$ cat src/rtl/joypad_responder_if.sv
// joypad_responder_if: NES core <-> controller responder joypad bundle (strobe, clocks, buttons, serial data).
// Latency: none, wires only.
// Backpressure: none; the NES core paces every read.
interface joypad_responder_if;
   logic       joy_strobe;
   logic [1:0] joy_clock;
   logic [7:0] buttons_p1;
   logic [7:0] buttons_p2;
   logic [1:0] autofire_en;
   logic [1:0] joy_data;
   logic [7:0] bit_count;

   // NES core / button-source side
   modport master (
      output joy_strobe,
      output joy_clock,
      output buttons_p1,
      output buttons_p2,
      output autofire_en,
      input  joy_data,
      input  bit_count
   );

   // Responder side
   modport slave (
      input  joy_strobe,
      input  joy_clock,
      input  buttons_p1,
      input  buttons_p2,
      input  autofire_en,
      output joy_data,
      output bit_count
   );
endinterface

$ cat src/rtl/joypad_responder.sv
// joypad_responder: two-port 4021-style serial joypad responder with A/B autofire and d-pad filtering.
// Latency: buttons -> joy_data 2 cycles under strobe; joy_clock fall -> next bit 1 cycle after it is sampled.
// Backpressure: none; the NES core paces every read and the responder always follows.
module joypad_responder #(
   parameter int C_clk_hz      = 21428571,
   parameter int C_autofire_hz = 10,
   parameter int C_dpad_filter = 1
) (
   input logic               clock,
   input logic               R_reset,
   joypad_responder_if.slave joy
);

   // Half period of the autofire square wave in system clocks
   localparam int HALF  = (C_autofire_hz == 0) ? 1 : C_clk_hz / (2 * C_autofire_hz);
   localparam int DIV_W = (HALF > 1) ? $clog2(HALF) : 1;

   logic [1:0][7:0] btn_r;
   logic [1:0]      af_en_r;
   logic            af_phase;
   logic [1:0]      clk_prev;
   logic [1:0]      fall;
   logic [1:0][7:0] masked;
   logic [1:0][7:0] shift;
   logic [1:0][3:0] cnt;

   // Apply opposing-direction filter and autofire gating to one player's vector
   function automatic logic [7:0] mask_buttons(input logic [7:0] b,
                                                input logic       af_en,
                                                input logic       phase);
      logic [7:0] m;
      m = b;
      if (C_dpad_filter != 0) begin
         if (m[4] && m[5]) m[5:4] = 2'b00;
         if (m[6] && m[7]) m[7:6] = 2'b00;
      end
      if (af_en) m[1:0] = m[1:0] & {2{phase}};
      return m;
   endfunction

   // Register the button sources and autofire enables once
   always_ff @(posedge clock) begin
      if (R_reset) begin
         btn_r   <= '0;
         af_en_r <= '0;
      end else begin
         btn_r[0] <= joy.buttons_p1;
         btn_r[1] <= joy.buttons_p2;
         af_en_r  <= joy.autofire_en;
      end
   end

   generate
      if (C_autofire_hz == 0) begin : g_no_af
         // Generator disabled: A/B always pass through
         assign af_phase = 1'b1;
      end else begin : g_af
         logic [DIV_W-1:0] div_cnt;
         logic             phase_q;

         // Divider counts one half period, then flips the autofire phase
         always_ff @(posedge clock) begin
            if (R_reset) begin
               div_cnt <= '0;
               phase_q <= 1'b0;
            end else if (div_cnt == DIV_W'(HALF - 1)) begin
               div_cnt <= '0;
               phase_q <= ~phase_q;
            end else begin
               div_cnt <= div_cnt + 1'b1;
            end
         end

         assign af_phase = phase_q;
      end
   endgenerate

   // Falling-edge detect on each port's read clock and per-player masked vectors
   always_comb begin
      fall = clk_prev & ~joy.joy_clock;
      for (int p = 0; p < 2; p++) begin
         masked[p] = mask_buttons(btn_r[p], af_en_r[p], af_phase);
      end
   end

   // Previous read-clock level for edge detection
   always_ff @(posedge clock) begin
      if (R_reset) clk_prev <= '0;
      else         clk_prev <= joy.joy_clock;
   end

   // Per-port shift register: strobe reloads, falling edge shifts in 1s, otherwise hold
   always_ff @(posedge clock) begin
      if (R_reset) begin
         shift <= '0;
         cnt   <= '0;
      end else begin
         for (int i = 0; i < 2; i++) begin
            if (joy.joy_strobe) begin
               shift[i] <= masked[i];
               cnt[i]   <= 4'd0;
            end else if (fall[i]) begin
               shift[i] <= {1'b1, shift[i][7:1]};
               cnt[i]   <= (cnt[i] == 4'd8) ? 4'd8 : cnt[i] + 4'd1;
            end
         end
      end
   end

   assign joy.joy_data  = {shift[1][0], shift[0][0]};
   assign joy.bit_count = cnt;

endmodule
$ cat src/flat_wrapper.sv
// flat-port wrapper written by rule: the top's interface ports become plain ports
module joypad_responder_flat 
#(
   parameter int C_clk_hz      = 21428571,
   parameter int C_autofire_hz = 10,
   parameter int C_dpad_filter = 1
)
  (clock, R_reset, joy_joy_strobe, joy_joy_clock, joy_buttons_p1, joy_buttons_p2, joy_autofire_en, joy_joy_data, joy_bit_count);
  joypad_responder_if joy_i ();
  input logic clock;
  input logic R_reset;
  input wire logic [$bits(joy_i.joy_strobe)-1:0] joy_joy_strobe;
  input wire logic [$bits(joy_i.joy_clock)-1:0] joy_joy_clock;
  input wire logic [$bits(joy_i.buttons_p1)-1:0] joy_buttons_p1;
  input wire logic [$bits(joy_i.buttons_p2)-1:0] joy_buttons_p2;
  input wire logic [$bits(joy_i.autofire_en)-1:0] joy_autofire_en;
  output wire logic [$bits(joy_i.joy_data)-1:0] joy_joy_data;
  output wire logic [$bits(joy_i.bit_count)-1:0] joy_bit_count;
  assign joy_i.joy_strobe = joy_joy_strobe;
  assign joy_i.joy_clock = joy_joy_clock;
  assign joy_i.buttons_p1 = joy_buttons_p1;
  assign joy_i.buttons_p2 = joy_buttons_p2;
  assign joy_i.autofire_en = joy_autofire_en;
  assign joy_joy_data = joy_i.joy_data;
  assign joy_bit_count = joy_i.bit_count;
  joypad_responder #(.C_clk_hz(C_clk_hz), .C_autofire_hz(C_autofire_hz), .C_dpad_filter(C_dpad_filter)) u_core (.clock(clock), .R_reset(R_reset), .joy(joy_i));
endmodule
$ cat config.mk
export PLATFORM = sky130hd
export DESIGN_NAME = joypad_responder_flat
export DESIGN_NICKNAME = d
export VERILOG_FILES = /design/src/rtl/joypad_responder_if.sv /design/src/rtl/joypad_responder.sv /design/src/flat_wrapper.sv
export SDC_FILE = /design/constraint.sdc
export NUM_CORES = 1
export LEC_CHECK = 0
export BUFFER_PORTS_ARGS = -buffer_cell sky130_fd_sc_hd__clkbuf_2
export CAP_MARGIN = 20
export CELL_PAD_IN_SITES_DETAIL_PLACEMENT = 1
export CELL_PAD_IN_SITES_GLOBAL_PLACEMENT = 2
export CORE_MARGIN = 2
export CORE_UTILIZATION = 38
export DETAILED_ROUTE_END_ITERATION = 10
export HOLD_SLACK_MARGIN = 0.06
export PLACE_DENSITY_LB_ADDON = 0.1
export SKIP_LAST_GASP = 1
export SYNTH_ARGS = -nofsm -noshare
export SYNTH_HDL_FRONTEND = slang
export SYNTH_SLANG_ARGS = --single-unit
$ cat constraint.sdc
create_clock -name clock -period 4.62 [get_ports clock]
set_input_delay 0.924 -clock clock [delete_from_list [all_inputs] [get_ports clock]]
set_output_delay 0.924 -clock clock [all_outputs]
set_load 0.02 [all_outputs]
After elaboration in Yosys (flattened, before gate mapping)
Index checks and enable logic that the tools add are counted.

word-level totals
  register bits = 66
  output and inout bits = 10

operators by class
  $add $sub $neg = 3
  equal/unequal tests = 3
  multiplexer cells = 12
  bitwise gates (word level) = 5
  reduce and logical (&&, ||, !) cells = 8

operators by type and width
  cell                                                              count
  8-bit two-way mux                                                 4
  21-bit by 1-bit adder with 21-bit output (second input constant)  1
  21-bit == test (second input constant)                            1
  2-bit two-way mux                                                 6
  4-bit by 1-bit adder with 4-bit output (second input constant)    2
  4-bit == test (second input constant)                             2
  4-bit two-way mux                                                 2
  2-bit AND                                                         3
  1-bit logical AND                                                 4
  2-bit nonzero test                                                2
  2-bit OR reduction                                                2
  2-bit NOT                                                         1
  1-bit NOT                                                         1

Longest topological paths before layout
Gate-level depths: netlist of run 1.

  depth in word-level cells = 4
  mapped depth = 5
  depth with buffers taken out = 5

Worst setup path after synthesis of run 1
No wires, ideal clock.

  path type = input to register
  start = input port joy_joy_clock[1]
  end = register u_core.shift[14] (netlist name)
  setup time = 0.128 ns
  data arrival time = 1.852 ns
  slack = 2.641 ns
  stages on the path = 5
  path through = nor2b_1 clkbuf_1 mux2i_1 o22a_1 nor2_1

on the way
  cells in the longest elaborated chain, start to end = 3

RTL lines
  item                           RTL line                 source
  start, declared                flat_wrapper.sv:13       input wire logic [$bits(joy_i.joy_clock)-1:0] joy_joy_clock;
  2-bit NOT                      joypad_responder.sv:80   fall = clk_prev & ~joy.joy_clock;
  2-bit AND                      joypad_responder.sv:80
  2-bit nonzero test (no line)   -
  end signal, assigned by index  joypad_responder.sv:100  shift[i] <= masked[i];
  end signal, assigned by index  joypad_responder.sv:103  shift[i] <= {1'b1, shift[i][7:1]};
  end, declared                  joypad_responder.sv:24   logic [1:0][7:0] shift;

No other way between the ends.
A chain may end at the register's enable or synchronous reset.

Final worst setup path of run 1
  start = register u_core.g_af.div_cnt[15]
  end = register u_core.g_af.div_cnt[5]

on the way
  cells in the longest elaborated chain, start to end = 2

RTL lines
  item                          RTL line                source
  start, declared               joypad_responder.sv:58  logic [DIV_W-1:0] div_cnt;
  start signal, assigned        joypad_responder.sv:70  div_cnt <= div_cnt + 1'b1;
  21-bit == test                joypad_responder.sv:66  end else if (div_cnt == DIV_W'(HALF - 1)) begin
  2-bit OR reduction (no line)  -

No other way between the ends.

==> summary by stage, run 1 <==
Flow run
The number of violations of the max-capacitance limit is 0.

Clock network
The CTS buffer count is 9. Post-CTS repair changed the size of 0 cells. After clock tree synthesis, the clock-pin slew on the worst setup and hold paths is 70 ps. The count of hold buffers inserted by post-cts repair is 0. The later pin in the worst-skew pair is clocked with a latency of 340 ps.

The tree is rooted in a sky130_fd_sc_hd__clkbuf_8. The number of setup buffers added after CTS is 0. The clock tree from TritonCTS is yes. CTS saw 66 sinks.

The longest clock path from root to sink contains 2 buffers. The H-tree level count is 3.

Placement
The placed wire-length estimate after detailed placement is 3840 um. Buffers placed on the I/O ports in this run total 32. Routability-driven placement finished with a final weighted congestion of 0.767.

Summing all placed instances gives a cell area of 0.00294 sq mm.

Synthesis
The post-synthesis cell type count is 37. Synthesis produced a netlist with a net count of 323. The number of instances in the synthesized netlist is 295. In the synthesized netlist the async set-or-reset flop fraction comes to 0. For this run, the register share of the synthesized area comes to 0.485. The number of enable flip-flop cells after synthesis is 0. For this run, the number of Yosys warnings is 0. Counting flops and latches in the post-synthesis netlist gives 66. The primary flip-flop cell chosen by synthesis mapping is sky130_fd_sc_hd__dfxtp_1.

Summing every instance area after synthesis gives 0.00273 sq mm. The synthesized area divided by synthesized cell count is 9.24 sq um.

Worst setup path
On the critical path, the stage with the largest delay is an instance of sky130_fd_sc_hd__o31ai_4. The signal on the critical path passes through or4b_1 > or4_4 > o31ai_4 > nor2_1. The endpoint class of the critical path is a flop. The largest fanout on the critical path is 19. The peak per-stage delay on the critical path is 720 ps.

The worst setup path is launched from a flop. The critical path in this run is classified as reg2reg. The endpoint arrival time on the critical path is 2500 ps. The data required time at the worst endpoint is 4810 ps.

Final layout
The filler cells instantiated in the layout total 813. Leaving out fill and tap cells, the most frequent cell in the layout is sky130_fd_sc_hd__dfxtp_1. The area growth from synthesis to layout is 15.8%. Summing all non-filler instances in the final layout gives an area of 0.00316 sq mm. The count of inserted antenna diode cells is 0. The final layout contains 352 nets. The fraction of final layout cells sized beyond drive strength 1 is 0.173. The library cells used most frequently in the layout, excluding fill and tap cells, are sky130_fd_sc_hd__dfxtp_1, sky130_fd_sc_hd__nor2_1, sky130_fd_sc_hd__clkbuf_2.

Global routing
The largest net degree at the start of global routing is 42. The total global routing overflow is 0. The global-route wire length before repair is 9490 um. The initial antenna violation count came to 0. The via count of the first global-routing pass is 2012. Across every metal layer, demand over resource in global routing totals 0.160.

Route
After the first detailed-routing iteration, the DRC count stood at 56. The count of antenna-violating nets left after detailed routing is 0. The total wire length is 5680 um. After detailed routing, the number of vias per cell comes to 4.94. Detailed routing inserted a total of 2098 vias. The post-route DRC violation count is 0. Dividing the detail-routed wire length by the instance count gives 13.4 um. The first detailed-routing pass ran for 4 iterations.

Power and ir drop
The maximum VDD drop is 0.142 mV. Dividing total power by cell area gives a power density of 383 mW/mm^2. The design draws 1210 uW.

For this design the static power due to leakage is 0.00117 uW.

Run status
The flow ran to the end, and the final reports show no timing, DRC or antenna violations.

Timing
The number of hold violations in the final report came to 0. For the final database, setup skew stands at 8.98 ps. In the finished design, the share of the clock period the worst path needs comes to 0.500. Across all hold checks on the routed design, the worst slack comes to 465 ps.

The headroom to the max-slew limit is 0.357. Derived from the worst setup path, the maximum achievable clock frequency is 433 MHz. Adding up every negative setup slack in the final design gives 0 ps. The total count of max-transition violations in the final report is 0. Setup repair after global routing left no endpoint under its margin.

The number of endpoints failing setup at the final stage is 0. For the pin with the worst max-slew slack, the measured transition is 962 ps. The minimum clock period after layout is 2310 ps.

Floorplanning
The die covers 0.00787 sq mm. For this design the top-level I/O count stands at 33. The core region is 0.00687 sq mm.

In this run the horizontal extent of the chip is 88.7 um. The die is 88.7 um tall. The starting density of the core is 0.397. After floorplanning, the core was divided into 30 placement rows.

Hold path
The worst hold path belongs to the class reg2reg.
critical path: cells and delay by family (launching register included):
| family | cells | cell delay [ps] |
|---|---|---|
| compound gates | 1 | 720 |
| flops | 1 | 340 |
| simple gates | 3 | 1100 |
cell usage after synthesis (4+ instances only):
library cell,count,area share
sky130_fd_sc_hd__nor3_1,13,0.024
sky130_fd_sc_hd__nand2b_1,4,0.0092
sky130_fd_sc_hd__dfxtp_1,66,0.48
sky130_fd_sc_hd__mux2_2,6,0.025
sky130_fd_sc_hd__nor4_1,5,0.011
sky130_fd_sc_hd__nand3_1,5,0.0092
sky130_fd_sc_hd__ha_1,5,0.023
sky130_fd_sc_hd__a2bb2oi_1,4,0.013
sky130_fd_sc_hd__nand2_1,20,0.028
sky130_fd_sc_hd__clkbuf_1,10,0.014
sky130_fd_sc_hd__inv_1,13,0.018
sky130_fd_sc_hd__xnor2_1,14,0.045
sky130_fd_sc_hd__nor2_1,40,0.055
sky130_fd_sc_hd__mux2i_1,9,0.033
sky130_fd_sc_hd__a21oi_1,8,0.015
sky130_fd_sc_hd__o21ai_0,4,0.0073
sky130_fd_sc_hd__nor2b_1,23,0.053
sky130_fd_sc_hd__o22a_1,4,0.013
sky130_fd_sc_hd__a211oi_1,4,0.011
sky130_fd_sc_hd__nand4_1,10,0.023
kinds of logic (layout without fill, tap and decap cells):
group | count (synthesis) | count (layout) | share of synthesized area
AO/OA/AOI/OAI | 32 | 32 | 0.0872
XOR/XNOR | 17 | 17 | 0.0546
adder cells (fa/ha/maj) | 5 | 5 | 0.0230
buffers and inverters | 27 | 61 | 0.0427
flip-flops | 66 | 66 | 0.485
multiplexers | 15 | 15 | 0.0579
AND/OR/NAND/NOR | 133 | 133 | 0.250
power breakdown:
group	leakage, uW	switching [uW]	internal, uW
registers	0.000540	10.2	588
logic	0.000525	35.7	30.8
clock network	0.000109	226	317
area by class of cell:
class / instances / area (sq um) / share of cell area
Inverter: 13 / 48.8 / 0.0155
Tap cell: 96 / 120 / 0.0380
Clock inverter: 5 / 77.6 / 0.0246
Timing Repair Buffer: 32 / 160 / 0.0507
Clock buffer: 11 / 141 / 0.0448
Multi-Input combinational cell: 202 / 1290 / 0.408
Sequential cell: 66 / 1320 / 0.419
final timing paths:
check / startpoint / to / slack, ps / depth (start not counted)
setup / recovery: u_core.g_af.div_cnt[15] / u_core.g_af.div_cnt[5] / 2310 / 4
hold / removal: u_core.g_af.div_cnt[0] / u_core.g_af.div_cnt[0] / 460 / 1
setup reg to reg: u_core.g_af.div_cnt[15] / u_core.g_af.div_cnt[5] / 2310 / 4
hold reg to reg: u_core.g_af.div_cnt[0] / u_core.g_af.div_cnt[0] / 460 / 1
through the flow:
step           cells  setup slack (ps)  utilization
2_1_floorplan    295              2640            -
3_3_place_gp     409              2120        0.428
3_5_place_dp     409              2090        0.428
4_1_cts          425              2250        0.460
5_1_grt          425              2160        0.460
6_report         425              2310        0.460
state kept, by name, summed over array words and instances, names as in the netlist:
name	cells
u_core.joy.bit_count	8
u_core.joy.joy_data	2
u_core.btn_r	16
u_core.g_af.div_cnt	21
u_core.af_phase	1
u_core.clk_prev	2
u_core.af_en_r	2
u_core.shift	14
routing by layer:
layer / part of all wire / wire [um] / track usage
met2: 0.43 / 2450 / 0.232
met4: 0.017 / 99 / 0.0826
met3: 0.042 / 240 / 0.0308
met1: 0.51 / 2880 / 0.225
met5: 0 / 0 / 0
Note: power is estimated with default switching activity, not from simulation.
==> inputs of run 2 (changes only) <==
CORE_UTILIZATION = 35   (was 38)
clock period = 2.2 ns   (was 4.62 ns; I/O delays follow)
==> run 2 against run 1 <==
Compared with the run above: flip-flop and latch count is the same; worst hold slack lost 150 ps; critical path depth unchanged; final cell count grew 3.1%; worst setup slack got worse by 2100 ps; global-route usage fell by 1.0 points; die area increased by 8.2%; utilization decreased by 4.1 points; clock skew shrank 0.92 ps; clock-buffer cell count rose by 1; clock power grew 70%; register-to-register slack got worse by 2100 ps; largest cell class unchanged; largest power group unchanged.
==> summary by stage, run 2 (same netlist as run 1, synthesis figures left out) <==
Worst setup path
The largest delay contributor family on the critical path is simple AND/OR/NAND/NOR gates. The buffering stage count on the worst path with inverters included is 0. STA classifies the critical path startpoint as a flop. STA puts the critical path data required time at 2410 ps. The launching point of the worst reg2reg path is u_core.g_af.div_cnt[15]. The peak per-stage delay on the critical path is 520 ps. The worst setup path is captured at a flop. The cell type of the slowest stage on the worst timing path is sky130_fd_sc_hd__or4b_1. The endpoint arrival time on the critical path is 2230 ps. The critical path starts at u_core.g_af.div_cnt[15]. The largest fanout on the critical path is 4. The signal on the critical path passes through or4b_1 > or4_4 > nor3_1 > mux2_2. The type of the worst setup path is reg2reg.

Floorplanning
The number of core rows is 32. The floorplan step set the die width to 92.2 um. The die outline area is 0.00851 sq mm. The I/O pin count is 33. The initial utilization of the core area, before any placement, comes to 0.356. In this run the vertical extent of the chip is 92.2 um. The area of the placeable core is 0.00765 sq mm.

Clock network
The clock transition at the registers of the reported paths is 70 ps. The count of hold buffers inserted by post-cts repair is 0. The post-cts sizing count is 0. No sink is reached through more buffers than the 2 on the longest clock path. Clock latency on the worst-skew pair, taken at its later pin, is 330 ps.

Counting every sink on the clock net gives 66. The root buffer cell chosen for the clock tree is sky130_fd_sc_hd__clkbuf_8. Once the clock tree was built, the setup fixing pass inserted 0 buffers.

The CTS buffer count is 9. The clock tree from TritonCTS is yes. CTS built an H-tree with a depth of 3.

Route
In the final routing, the length of wire on met1 measures 2820 um. The initial detailed-routing violation count is 53. The highest routed metal layer is met4. The met3 layer wire length in the routed design is 171 um. The count of antenna-violating nets left after detailed routing is 0.

The routed design uses 2790 um of met2 wire. The post-route DRC violation count is 0. Using the TritonRoute via totals, the vias-per-cell ratio works out to 4.88.

The detailed-route via count is 2139. The total wire length is 5870 um. The first-pass iteration count of the detailed router is 4. The detail-routed net length per standard cell is 13.4 um.

Final layout
The number of standard cells in the final layout excluding fillers is 438. The register with the most flip-flops in the layout has 21 of them. In the final layout, the registers with the most flip-flops are u_core.g_af.div_cnt x21, u_core.btn_r x16, u_core.shift x14. The register with the most flip-flops in the final layout is u_core.g_af.div_cnt. The fraction of final layout cells sized beyond drive strength 1 is 0.193. In the layout the commonest cells are sky130_fd_sc_hd__dfxtp_1, sky130_fd_sc_hd__nor2_1, sky130_fd_sc_hd__clkbuf_2. The end-of-flow core utilization is 0.419. The leading cell type in the layout, fill and taps excluded is sky130_fd_sc_hd__dfxtp_1. The count of nets after finishing is 361. The synthesis-to-layout area growth is 17.5%. 0 antenna diodes ended up in the layout.

Timing
The total count of max-transition violations in the final report came to 0. For the final database, setup skew stands at 8.07 ps. The maximum frequency from static timing analysis is 497 MHz. For the pin with the worst max-slew slack, the measured transition is 525 ps. Dividing the final minimum period by the clock period gives 0.915. The number of hold violations in the final report is 0. The slack of the critical path is 187 ps.

In this run the tightest slew margin relative to its limit is 0.649. The setup total negative slack is 0 ps. Setup violations remaining at the end of the flow were counted as 0. The worst path in the final design needs a cycle of 2010 ps, including I/O delays and setup. Setup repair after global routing left no endpoint under its margin.

Placement
The placed wire-length estimate after detailed placement is 4200 um. The number of port buffers is 32. At the end of routability-driven placement, the weighted congestion stood at 0.770.

The worst slack at placement is 206 ps. The cell count after placement is 424.

Power and ir drop
The power density over the cells is 727 mW/mm^2. VDD sags by at most 0.309 mV. For this design the static power due to leakage is 0.00120 uW.

Global routing
Across every metal layer, demand over resource in global routing totals 0.149. The via count of the first global-routing pass is 2105. The total global routing overflow is 0. The first global-routing pass estimated 10000 um of wire. The initial antenna violation count came to 0. Entering global routing, the biggest net connects 20 pins.

Flow run
The tool flagged a number of max-cap violations equal to 0.

Run status
The run finished with clean final reports.

Hold path
The class of the worst hold path is in2reg. The startpoint of the tightest hold check path is joy_buttons_p1[1].
==> run 2: changes by cell type in the layout (fill, tap and decap cells not counted) <==
| cell | change |
|---|---|
| sky130_fd_sc_hd__clkbuf_8 | +2 |
| sky130_fd_sc_hd__buf_4 | +8 |
| sky130_fd_sc_hd__buf_12 | +1 |
| sky130_fd_sc_hd__clkbuf_1 | -1 |
| sky130_fd_sc_hd__bufinv_16 | -2 |
| sky130_fd_sc_hd__clkinv_2 | -1 |
==> run 2: stage by stage <==
stage | hold WS [ps] | power, uW | cell area [sq um]
floorplan | 430 | 1380 | 2730
global placement | 441 | 1430 | 3030
detailed placement | 453 | 1440 | 3030
CTS | 309 | 2370 | 3200
global route | 324 | 2450 | 3200
finish | 319 | 2330 | 3200
==> run 2: final cells by class <==
| type | count | area [sq um] |
|---|---|---|
| fillers | 904 | 4440 |
| flip-flops and latches | 66 | 1320 |
| multi-input cells | 202 | 1290 |
| repair buffers | 41 | 240 |
| clock buffers | 12 | 165 |
| well taps | 102 | 128 |
| inverters | 13 | 48.8 |
| clock inverters | 2 | 12.5 |
==> run 2: worst register-to-register path, delay by kind of cell, from the launching register on <==
family | cells | cell delay (ps)
simple gates | 3 | 1210
flops | 1 | 340
mux | 1 | 360
==> run 2: worst paths after layout <==
kind,endpoint,slack [ps],cells after the start
min,u_core.btn_r[1],320,2
max,u_core.af_phase,190,4
max reg2reg,u_core.af_phase,190,4
min reg2reg,u_core.g_af.div_cnt[0],460,1
==> run 2: where the power goes <==
group,leakage [uW],internal (uW),switching [uW]
clock,0.0000903,488,435
sequential,0.000540,1240,21.0
combinational,0.000572,72.8,77.8
total,0.00120,1800,534
==> run 2: routing by layer <==
metal	track usage	up-vias
met4	0.0672	0
met3	0.0312	7
li1	-	1082
met2	0.244	24
met5	0	-
met1	0.190	1026
==> inputs of run 3 (changes only) <==
ABC_AREA = 1   (was default)
CORE_UTILIZATION = 33   (was 35)
==> run 3 against run 2 <==
Compared with the run above: sequential power about the same; synthesized cell count increased by 36%; wire length is 17% higher; fmax is 22% higher; clock skew shrank 1.2 ps; clock power is 21% higher; via count grew 17%; total power is 8.1% higher; critical path depth rose by 4; clock-buffer cell count is 3 lower; critical endpoint is now u_core.g_af.div_cnt[9].
==> summary by stage, run 3 <==
Timing
The worst path needs 1650 ps of the cycle, external delays included. The headroom to the max-slew limit is 0.687. Setup violations remaining at the end of the flow were counted as 0. The post-route clock period utilization is 0.750. The number of hold violations in the final report is 0. Summed over all failing endpoints, the final setup total negative slack is 0 ps. Setup repair after global routing left no endpoint under its margin. The worst clock skew on the final layout is 6.83 ps. The total count of max-transition violations in the final report was 0.

For the pin with the worst max-slew slack, the measured transition is 468 ps. Derived from the worst setup path, the maximum achievable clock frequency is 606 MHz.

Floorplanning
The die covers 0.00961 sq mm. The width of the chip is 98.1 um. The core region is 0.00864 sq mm. 33 I/O pins were placed. The starting density of the core is 0.338. In this run the vertical extent of the chip is 98.1 um. The number of core rows is 34.

Route
The count of antenna-violating nets left after detailed routing is 0. Dividing the detail-routed wire length by the instance count gives 12.6 um. The mean number of vias per cell is 4.58. The final route contains 2512 vias. The total wire length is 6880 um. The first TritonRoute pass finished after 4 iterations. The initial detailed-routing violation count is 52. In the routed design, unresolved DRC markers number 0.

Power and ir drop
The switching share of power is 0.236. For this design the static power due to leakage is 0.00142 uW. The power spent charging and discharging nets is 595 uW. The portion of total power attributed to sequential cells is 0.499. Power comes to 2520 uW.

The power share of the clock group is 0.445. Of the total power, combinational logic draws 0.056. VDD sags by at most 0.306 mV. The power density over the cells is 746 mW/mm^2. The internal power of the cells totals 1920 uW.

Placement
The instance area after placement is 0.00316 sq mm. The number of port buffers is 32. The placed wire-length estimate after detailed placement is 5190 um. The congestion estimate from routability-driven global placement came to 0.768. The cell count after placement is 533.

Final layout
The number of standard cells in the final layout excluding fillers is 548. The register with the most flip-flops in the layout has 21 of them. The count of nets after finishing is 464. The count of inserted antenna diode cells is 0. Leaving out fill and tap cells, the most frequent cell in the layout is sky130_fd_sc_hd__nand2_1. The register name with the most flops is u_core.g_af.div_cnt. In the final layout, the share of cells above drive strength 1 is 0.161.

After routing the design area is 0.00338 sq mm. Once layout is complete, the utilization of the core stands at 0.391. The synthesis-to-layout area growth is 15.6%. In the final layout, the registers with the most flip-flops are u_core.g_af.div_cnt x21, u_core.btn_r x16, u_core.shift x14.

The library cells used most frequently in the layout, excluding fill and tap cells, are sky130_fd_sc_hd__nand2_1, sky130_fd_sc_hd__nor2_1, sky130_fd_sc_hd__dfxtp_1.

Worst setup path
The endpoint class of the critical path is a flop. The buffering stage count on the worst path with inverters included is 1. The peak per-stage delay on the critical path is 380 ps. In this design, the largest share of critical-path delay is due to simple AND/OR/NAND/NOR gates.

The type of the worst setup path is reg2reg. The largest fanout on the critical path is 21. For this design, the slowest cell found on the critical path is sky130_fd_sc_hd__dfxtp_1.

The endpoint arrival time on the critical path is 1860 ps. The data required time at the worst endpoint is 2410 ps. Walking the worst path, the cells encountered are ha_1 > nand2_1 > inv_1 > nand2_1 > nor2_1 > nand3_1 > nand2_2 > nor2_1.

The launching element type of the critical path is a flop.

Clock network
The clock tree from TritonCTS is yes. The H-tree level count is 3. The number of buffers between clock root and the deepest sink is 2. In this run, CTS created clock tree buffers numbering 9. The clock root buffer is sky130_fd_sc_hd__clkbuf_8. The count of hold buffers inserted by post-cts repair is 0. The CTS sink count is 66.

The worst-skew pair later-pin latency is 340 ps. The buffer count from post-CTS setup fixing is 0. The clock transition at the registers of the reported paths is 80 ps. The post-cts sizing count is 0.

Global routing
The via count of the first global-routing pass came to 2502. The total global routing overflow is 0. The initial antenna violation count is 0.

The overall global routing resource usage is 0.153. The largest net degree at the start of global routing is 22. The first global-routing pass estimated 11800 um of wire.

Synthesis
The synthesis-stage register bit count is 66. The Yosys step of the flow raised 0 warnings. After synthesis, the most frequently instantiated cells are sky130_fd_sc_hd__nand2_1, sky130_fd_sc_hd__nor2_1, sky130_fd_sc_hd__dfxtp_1, sky130_fd_sc_hd__inv_1, sky130_fd_sc_hd__nand3_1. The share of Yosys cell area claimed by the top area cell type is 0.453. Yosys mapped the design onto 30 distinct sky130hd cell types. Among all flip-flop cells after synthesis, the most frequent one is sky130_fd_sc_hd__dfxtp_1.

Counting flops with a built-in enable in the synthesized netlist gives 0. For this run, the register share of the synthesized area comes to 0.453. The number of instances in the synthesized netlist is 402. Ranked by total cell area, the synthesized netlist is headed by sky130_fd_sc_hd__dfxtp_1, sky130_fd_sc_hd__nand2_1, sky130_fd_sc_hd__nor2_1. The async set-reset flop share out of synthesis is 0.

By instance count, the leading cell after synthesis is sky130_fd_sc_hd__nand2_1. The synthesized area divided by synthesized cell count is 7.26 sq um. The largest area contributor in the netlist is sky130_fd_sc_hd__dfxtp_1. When the netlist entered floorplanning its net count stood at 430. The synthesized netlist occupies a cell area of 0.00292 sq mm.

Hold path
The class of the worst hold path is in2reg.

Flow run
The number of violations of the max-capacitance limit is 0.

Run status
The flow ran to the end, and the final reports show no timing, DRC or antenna violations.
-- run 3: cell types whose count changed after synthesis, sizes merged, moves of 6 or more --
cell / change
nor2b: -23
xnor2: -12
inv: +50
a21oi: +13
nand2: +60
o21ai: +11
nor2: +41
mux2i: -9
nor3: -11
mux2: -6
nand3: +21
clkbuf: -6
-- run 3: worst reg2reg max path: stages, from the launching register on --
cell and delay, ps:
sky130_fd_sc_hd__dfxtp_1 380, sky130_fd_sc_hd__ha_1 230, sky130_fd_sc_hd__nand2_1 70, sky130_fd_sc_hd__inv_1 60
sky130_fd_sc_hd__nand2_1 40, sky130_fd_sc_hd__nor2_1 150, sky130_fd_sc_hd__nand3_1 110, sky130_fd_sc_hd__nand2_2 380
sky130_fd_sc_hd__nor2_1 110
-- run 3: power by group through the flow --
stage          clock, uW  sequential [uW]  combinational, uW
2_1_floorplan          0             1280                102
3_5_place_dp           0             1290                145
4_1_cts             1160             1260                146
6_report            1120             1260                141
3_3_place_gp           0             1280                143
5_1_grt             1210             1260                167
-- run 3: worst paths after layout --
| check | start | to | slack (ps) | depth (start not counted) |
|---|---|---|---|---|
| worst min register to register | u_core.btn_r[13] | u_core.shift[12] | 440 | 1 |
| worst max register to register | u_core.g_af.div_cnt[0] | u_core.g_af.div_cnt[9] | 550 | 8 |
| worst max-delay path | u_core.g_af.div_cnt[0] | u_core.g_af.div_cnt[9] | 550 | 8 |
| worst min-delay path | joy_buttons_p2[6] | u_core.btn_r[14] | 280 | 3 |
-- run 3: cell type report --
cell class              instances  area, sq um
clock inverters                 6         92.6
repair buffers                 33          168
flip-flops and latches         66         1320
multi-input cells             263         1300
well taps                     108          135
fillers                      1123         5260
clock buffers                   9          124
inverters                      63          236
-- run 3: logic make-up (layout without fill, tap and decap cells) --
kind of cell | count (synthesis) | after routing | share of synthesized area
xor+xnor | 10 | 10 | 0.0300
fa+ha+maj | 5 | 5 | 0.0214
compound gates | 49 | 49 | 0.0943
simple gates | 199 | 199 | 0.299
flops | 66 | 66 | 0.453
buf+inv | 73 | 111 | 0.102
-- run 3: metrics by stage --
stage          hold slack, ps  worst slack, ps
4_1_cts                   258              512
3_5_place_dp              440              546
3_3_place_gp              435              587
2_1_floorplan             420              944
5_1_grt                   256              374
6_report                  275              551
-- run 3: per-layer routing --
layer | vias up | share of wire | routed length, um | track usage
li1 | 1317 | - | - | -
met1 | 1148 | 0.49 | 3360 | 0.190
met2 | 35 | 0.46 | 3190 | 0.252
met3 | 12 | 0.034 | 234 | 0.0472
met4 | 0 | 0.013 | 90 | 0.0481
met5 | - | 0 | 0 | 0
